===== src/rtl/cmn_sram_1r1w_pipelined.sv =====
// Simple-dual-port SRAM: lane-masked writes, pipelined reads,
// optional zeroing sweep after reset before the ports open.
module cmn_sram_1r1w_pipelined #(
  parameter int p_data_nbits     = 32,
  parameter int p_num_entries    = 64,
  parameter int p_lane_nbits     = 8,
  parameter int p_read_latency   = 1,
  parameter int p_collision_mode = 0,
  parameter int p_init_clear     = 1,
  localparam int c_addr_nbits =
    (p_num_entries > 1) ? $clog2(p_num_entries) : 1,
  localparam int c_num_lanes =
    (p_data_nbits + p_lane_nbits - 1) / p_lane_nbits
) (
  input  logic                    clk,
  input  logic                    reset,
  output logic                    init_done,
  input  logic                    read_en,
  input  logic [c_addr_nbits-1:0] read_addr,
  output logic [p_data_nbits-1:0] read_data,
  output logic                    read_valid,
  input  logic                    write_en,
  input  logic [c_num_lanes-1:0]  write_lane_en,
  input  logic [c_addr_nbits-1:0] write_addr,
  input  logic [p_data_nbits-1:0] write_data
);

  localparam logic [0:0] S_CLEAR = 1'b0;
  localparam logic [0:0] S_READY = 1'b1;

  localparam logic [c_addr_nbits:0] c_depth =
    (c_addr_nbits + 1)'(p_num_entries);
  localparam logic [c_addr_nbits-1:0] c_last =
    c_addr_nbits'(p_num_entries - 1);

  typedef logic [p_data_nbits-1:0] word_t;

  word_t mem [p_num_entries];

  logic [0:0]              state;
  logic [c_addr_nbits-1:0] clear_ptr;

  wire [p_data_nbits-1:0] mask;
  word_t                  rd_word;
  logic                   rd_in;
  logic                   wr_in;
  logic                   rd_acc;
  logic                   wr_acc;
  logic                   hit;

  logic [p_read_latency-1:0] vld;
  logic [p_read_latency:0]   vld_x;

  logic [p_read_latency-1:0][p_data_nbits-1:0] dat;
  logic [p_read_latency-1:0][p_data_nbits-1:0] dat_d;
  logic [p_read_latency:0][p_data_nbits-1:0]   dat_x;

  // Each data bit follows the enable of the lane it falls in.
  for (genvar b = 0; b < p_data_nbits; b++) begin : g_mask
    assign mask[b] = write_lane_en[b / p_lane_nbits];
  end

  assign rd_in  = {1'b0, read_addr} < c_depth;
  assign wr_in  = {1'b0, write_addr} < c_depth;
  assign rd_acc = init_done & read_en;
  assign wr_acc = init_done & write_en & wr_in;
  assign hit    = wr_acc & (read_addr == write_addr)
                & (p_collision_mode != 0);

  always_comb begin
    rd_word = '0;
    if (rd_in) begin
      rd_word = mem[read_addr];
      if (hit)
        rd_word = (mem[read_addr] & ~mask) | (write_data & mask);
    end
  end

  always_ff @(posedge clk) begin
    if (state == S_CLEAR)
      mem[clear_ptr] <= '0;
    else if (wr_acc)
      mem[write_addr] <= (mem[write_addr] & ~mask)
                       | (write_data & mask);
  end

  always_ff @(posedge clk or negedge reset) begin
    if (!reset) begin
      state     <= (p_init_clear != 0) ? S_CLEAR : S_READY;
      clear_ptr <= '0;
      init_done <= 1'b0;
    end else begin
      unique case (1'b1)
        state == S_CLEAR: begin
          clear_ptr <= clear_ptr + c_addr_nbits'(1);
          if (clear_ptr == c_last) begin
            state     <= S_READY;
            init_done <= 1'b1;
          end
        end
        state == S_READY: init_done <= 1'b1;
      endcase
    end
  end

  assign vld_x = {vld, rd_acc};
  assign dat_x = {dat, rd_word};

  // Last stage only loads on a valid read so read_data holds otherwise.
  always_comb begin
    dat_d = dat_x[p_read_latency-1:0];
    if (!vld_x[p_read_latency-1])
      dat_d[p_read_latency-1] = dat[p_read_latency-1];
  end

  always_ff @(posedge clk or negedge reset) begin
    if (!reset) begin
      vld <= '0;
      dat <= '0;
    end else begin
      vld <= vld_x[p_read_latency-1:0];
      dat <= dat_d;
    end
  end

  assign read_valid = vld[p_read_latency-1];
  assign read_data  = dat[p_read_latency-1];

endmodule

===== config.mk =====
export PLATFORM = sky130hd
export DESIGN_NAME = cmn_sram_1r1w_pipelined
export DESIGN_NICKNAME = d
export VERILOG_FILES = /design/src/rtl/cmn_sram_1r1w_pipelined.sv
export SDC_FILE = /design/constraint.sdc
export NUM_CORES = 2
export LEC_CHECK = 0
export CORE_MARGIN = 2
export CORE_UTILIZATION = 30
export CTS_BUF_LIST = sky130_fd_sc_hd__clkbuf_16
export CTS_CLUSTER_DIAMETER = 30
export DETAILED_ROUTE_END_ITERATION = 7
export SETUP_SLACK_MARGIN = 0.3
export SLEW_MARGIN = 30
export SYNTH_ARGS = -nofsm -noshare
export SYNTH_HDL_FRONTEND = slang
export SYNTH_SLANG_ARGS = --single-unit

===== constraint.sdc =====
create_clock -name clk -period 5.83 [get_ports clk]
set_input_delay 1.4575 -clock clk [delete_from_list [all_inputs] [get_ports clk]]
set_output_delay 1.4575 -clock clk [all_outputs]
set_load 0.01 [all_outputs]

# After elaboration in Yosys (flattened, before gate mapping)
# Memories as Yosys holds them, arrays and structs flattened. A register that Yosys moved wholly into a read port is not among the register bits.
# Cells that the tools add are included.
[word_totals]
register_bits = 9
mem_bits_rw = 2048
input_bits = 52
output_inout_bits = 34
memories = 1
[mem_list]
columns = ["name", "words", "word_bits", "rd", "rd_ports_with_merged_regs", "wr", "line", "text"]
rows = [
  ["mem", 64, 32, 2, 1, 1, "38", "word_t mem [p_num_entries];"],
]
[classes]
addsub = 1
eq_ne = 2
muxes = 11
bitwise = 7
n_reduce_logical = 2
[ops]
columns = ["op", "n"]
rows = [
  ["AND 32 bit", 2],
  ["two-way mux 32 bit", 1],
  ["inverter 32 bit", 1],
  ["OR 32 bit", 1],
  ["OR reduction 32 bit", 1],
  ["two-way mux 1 bit", 8],
  ["adder 6 x 1 -> 6 bit (second input constant)", 1],
  ["equality test 6 bit (second input constant)", 1],
  ["two-way mux 6 bit", 1],
  ["AND 1 bit", 2],
  ["!= test 2 x 1 -> 1 bit (second input constant)", 1],
  ["case mux 1 bit (2 select lines)", 1],
  ["zero test 1 bit", 1],
  ["inverter 1 bit", 1],
]

# Logic depth before layout (Yosys ltp)
[depth]
ltp_word = 6
ltp_mapped = 10

# Least setup slack after synthesis
# OpenSTA, ideal clock, no wires.
[synth_path]
path_type = "input port to flip-flop"
startpoint = "input write_addr[1]"
endpoint = "memory mem[0][25] (netlist bit) (data pin)"
setup_ns = 0.588
t_arrival_ns = 4.833
path_slack_ns = 0.409
cell_stages = 8
path_buffers = 3
path_cell_list = "buf_2 > buf_2 > clkbuf_1 > mux4_2 > mux2i_1 > a311oi_1 > nand3_1 > a31oi_1"
[synth_between]
elab_chain_len = 4
[synth_rtl]
columns = ["item", "line", "text"]
rows = [
  ["start, declared", "24", "input logic [c_addr_nbits-1:0] write_addr,"],
  ["memory read (64 x 32 bit)", "--", ""],
  ["AND 32 bit", "83", "mem[write_addr] <= (mem[write_addr] & ~mask)"],
  ["OR 32 bit", "84", "| (write_data & mask);"],
  ["two-way mux 32 bit (no source line)", "--", ""],
  ["end, declared", "38", ""],
]
# Every way passes these cells.

# Worst setup path after layout
[layout_path]
startpoint = "input write_addr[3]"
endpoint = "memory mem[58][23] (netlist bit) (data pin)"
# The elaborated chain is that of the path after synthesis.

==> flow_metrics.tcl <==
set metrics [dict create \
    rsz0062_at_grt "false" \
    gp_congestion 0.939 \
    fin_crit_ps 4390 \
    syn_area_per_cell_sq_um 19.6 \
    synth_ff_type "edfxtp_1" \
    reg2reg_slack_ps 1800 \
    tightest_slew_ps 1060 \
    multiInputGateArea_sq_mm 0.0327 \
    synth_top_area_cell "edfxtp_1" \
    die_area_sq_mm 0.326 \
    areaGrowthSynthToFinish_pct 25.6 \
    grt_use_met2 0.339 \
    vias 60300 \
    post_cts_buffers 0 \
    critPathArrivalTime_ps 4960 \
    cts_max_level 5 \
    syn_area_sq_mm 0.0963 \
    core_area_sq_mm 0.320 \
    clk_pin_slew_ps 50 \
    ant_nets 0 \
    synth.top_cell.area_share 0.639 \
    drtIter0Drc 9609 \
    syn_inst 4912 \
    rr_worst_depth 6 \
    gr-total-overflow 0 \
    synth_area_leaders "edfxtp_1 (64%), mux4_2 (22%), mux2i_1 (2.8%), mux2_2 (1.2%), dfrtp_1 (1.1%)" \
    tns_ps 0 \
    cts_sinks 2089 \
    fmax_mhz 228 \
    die_w_microns 571 \
    finClkSkew_ps 94.2 \
    max-cap-violations 0 \
    initial_utilization 0.301 \
    ys_async_sr_fraction 0.0196 \
    globalRouteMet3Util 0.0720 \
    peakVddDrop_uv 262 \
    syn_nets 4965 \
    final_max_slew_viol_count 0 \
    p_leak_nw 33.5 \
    cts_buffer_depth 4 \
    ys_warn_count 0 \
    power_mw 43.9 \
    reg2reg_from "init_done$_DFFE_PN0P_" \
    cts_root_buf "clkbuf_16" \
    grt_pass1_vias 60500 \
    path_max_fanout 64 \
    grt_pass1_wl_mm 503 \
    final_cell_mix "edfxtp_1 (2048), mux4_2 (924), clkbuf_16 (452)" \
    drt_wl_total_mm 369 \
    ios 86 \
    cts_tree "built" \
    num-nets-final 5504 \
    cts_resized 0 \
    crit_type "input port to flip-flop" \
    synth_edf_count 2048 \
    slew_headroom 0.289 \
    hold_viol 0 \
    drc 0 \
    final_common_cell "edfxtp_1" \
    p_per_area_mw_per_mm2 363 \
    numCtsBuffers 447 \
    clkLatencyLatePin_ps 1010 \
    post-route-period-util 0.753 \
    critPathCapture "mem[58][23]$_DFFE_PP_" \
    hold_class "input port to asynchronous set/reset pin" \
    hold_buffers 0 \
    yosysUniqueCellTypes 59 \
    seq_area_frac_synth 0.649 \
    status "completed" \
    worstReg2RegEnd "mem[46][9]$_DFFE_PP_" \
    drive_above_1_share 0.393 \
    track_usage 0.223 \
    firstDrtPassIters 6 \
    setup.worst_path.start "write_addr[3]" \
    hpwlAfterDp_mm 235 \
    worstPathRequired_ps 6400 \
    antenna_found_initial 13 \
    port-buffer-count 85 \
    nFillCells 28800 \
    placementRows 208 \
    grt_max_degree 79 \
    setup_viol 0 \
    ys_ff_latch 2089 \
    die_h_microns 571 \
    wl_per_cell_microns 36.5 \
    use_met1 0.279 \
    globalRoute.busiestLayer "met2" \
    viasPerCell 5.95 \
    worst_setup_path_end_kind "flip-flop" \
    critPathLaunchType "input port" \
    regArea_sq_mm 0.0625 \
]
-- kinds of logic after synthesis --
kind of cell | Yosys count | share of synthesized area
compound gates | 738 | 0.0545
xor+xnor | 5 | 0.000455
fa+ha+maj | 1 | 0.000130
buf+inv | 413 | 0.0212
flops | 2089 | 0.649
mux | 1300 | 0.256
simple gates | 366 | 0.0181
-- registers in the layout (all words and copies together) (netlist names) --
name        cells
state           1
clear_ptr       6
init_done       1
read_valid      1
read_data      32
mem          2048
-- power by group --
part           leakage [nW]  total (mW)  internal [mW]  switching, mW
combinational          11.1        1.67          0.579           1.09
clock                  7.58        25.9           17.6           8.38
sequential             14.8        16.3           16.3              0
total                  33.5        43.9           34.4           9.47
-- worst min path at each step --
stage / to / slack (ps) / depth (start not counted)
after floorplan: clear_ptr[2]$_DFFE_PN0N_ / 490 / 1
after global placement: read_data[10]$_DFFE_PN0P_ / 510 / 1
after detailed placement: read_data[10]$_DFFE_PN0P_ / 520 / 1
after CTS: read_data[19]$_DFFE_PN0P_ / 460 / 1
after global routing: read_data[21]$_DFFE_PN0P_ / 460 / 1
final: read_data[19]$_DFFE_PN0P_ / 460 / 1
-- worst max-delay path, stage by stage --
cell and delay (ps):
buf_4 550, buf_4 430, nor2b_1 850, o21ai_0 240, o31ai_1 590, a21oi_1 90
o311a_1 370, buf_4 340
-- area by class of cell --
type	count	area share
clock inverters	367	0.0345
repair buffers	484	0.0394
flip-flops and latches	2089	0.517
clock buffers	452	0.0935
multi-input cells	2410	0.270
inverters	19	0.000590
diodes	4	0.0000828
well taps	4305	0.0445
-- synthesized netlist by cell type, types with 11 or more instances --
cell type	instances
clkbuf_1	181
mux4_2	924
inv_1	18
a221oi_1	51
o221ai_1	63
edfxtp_1	2048
o31ai_1	11
a31oi_1	40
a221o_1	31
nor3b_1	20
a21oi_1	54
buf_4	47
a211oi_1	65
o22ai_1	116
buf_1	38
nand2_1	99
dfrtp_1	41
mux2_2	104
nor2_1	129
o21bai_1	32
nand2b_1	15
o21ai_0	106
mux2i_1	272
a22oi_1	93
buf_6	25
buf_2	103
nor2b_1	45
nand3_1	15
-- metrics by stage --
step / hold WS, ps / utilization / std cells / worst slack [ps] / instance area [sq um]
CTS: 463 / 0.377 / 10100 / 1590 / 121000
global placement: 511 / 0.329 / 9306 / 541 / 105000
floorplan: 491 / - / 4912 / 409 / 96300
finish: 459 / 0.378 / 10100 / 1440 / 121000
global route: 461 / 0.378 / 10100 / 1460 / 121000
detailed placement: 519 / 0.329 / 9306 / 617 / 105000
-- routing by layer --
layer | vias up | share of wire
met5 | - | 0.00037
met1 | 32100 | 0.36
met4 | 14 | 0.065
met3 | 974 | 0.13
met2 | 4482 | 0.45
li1 | 22700 | -
(Power assumes the default switching activity.)
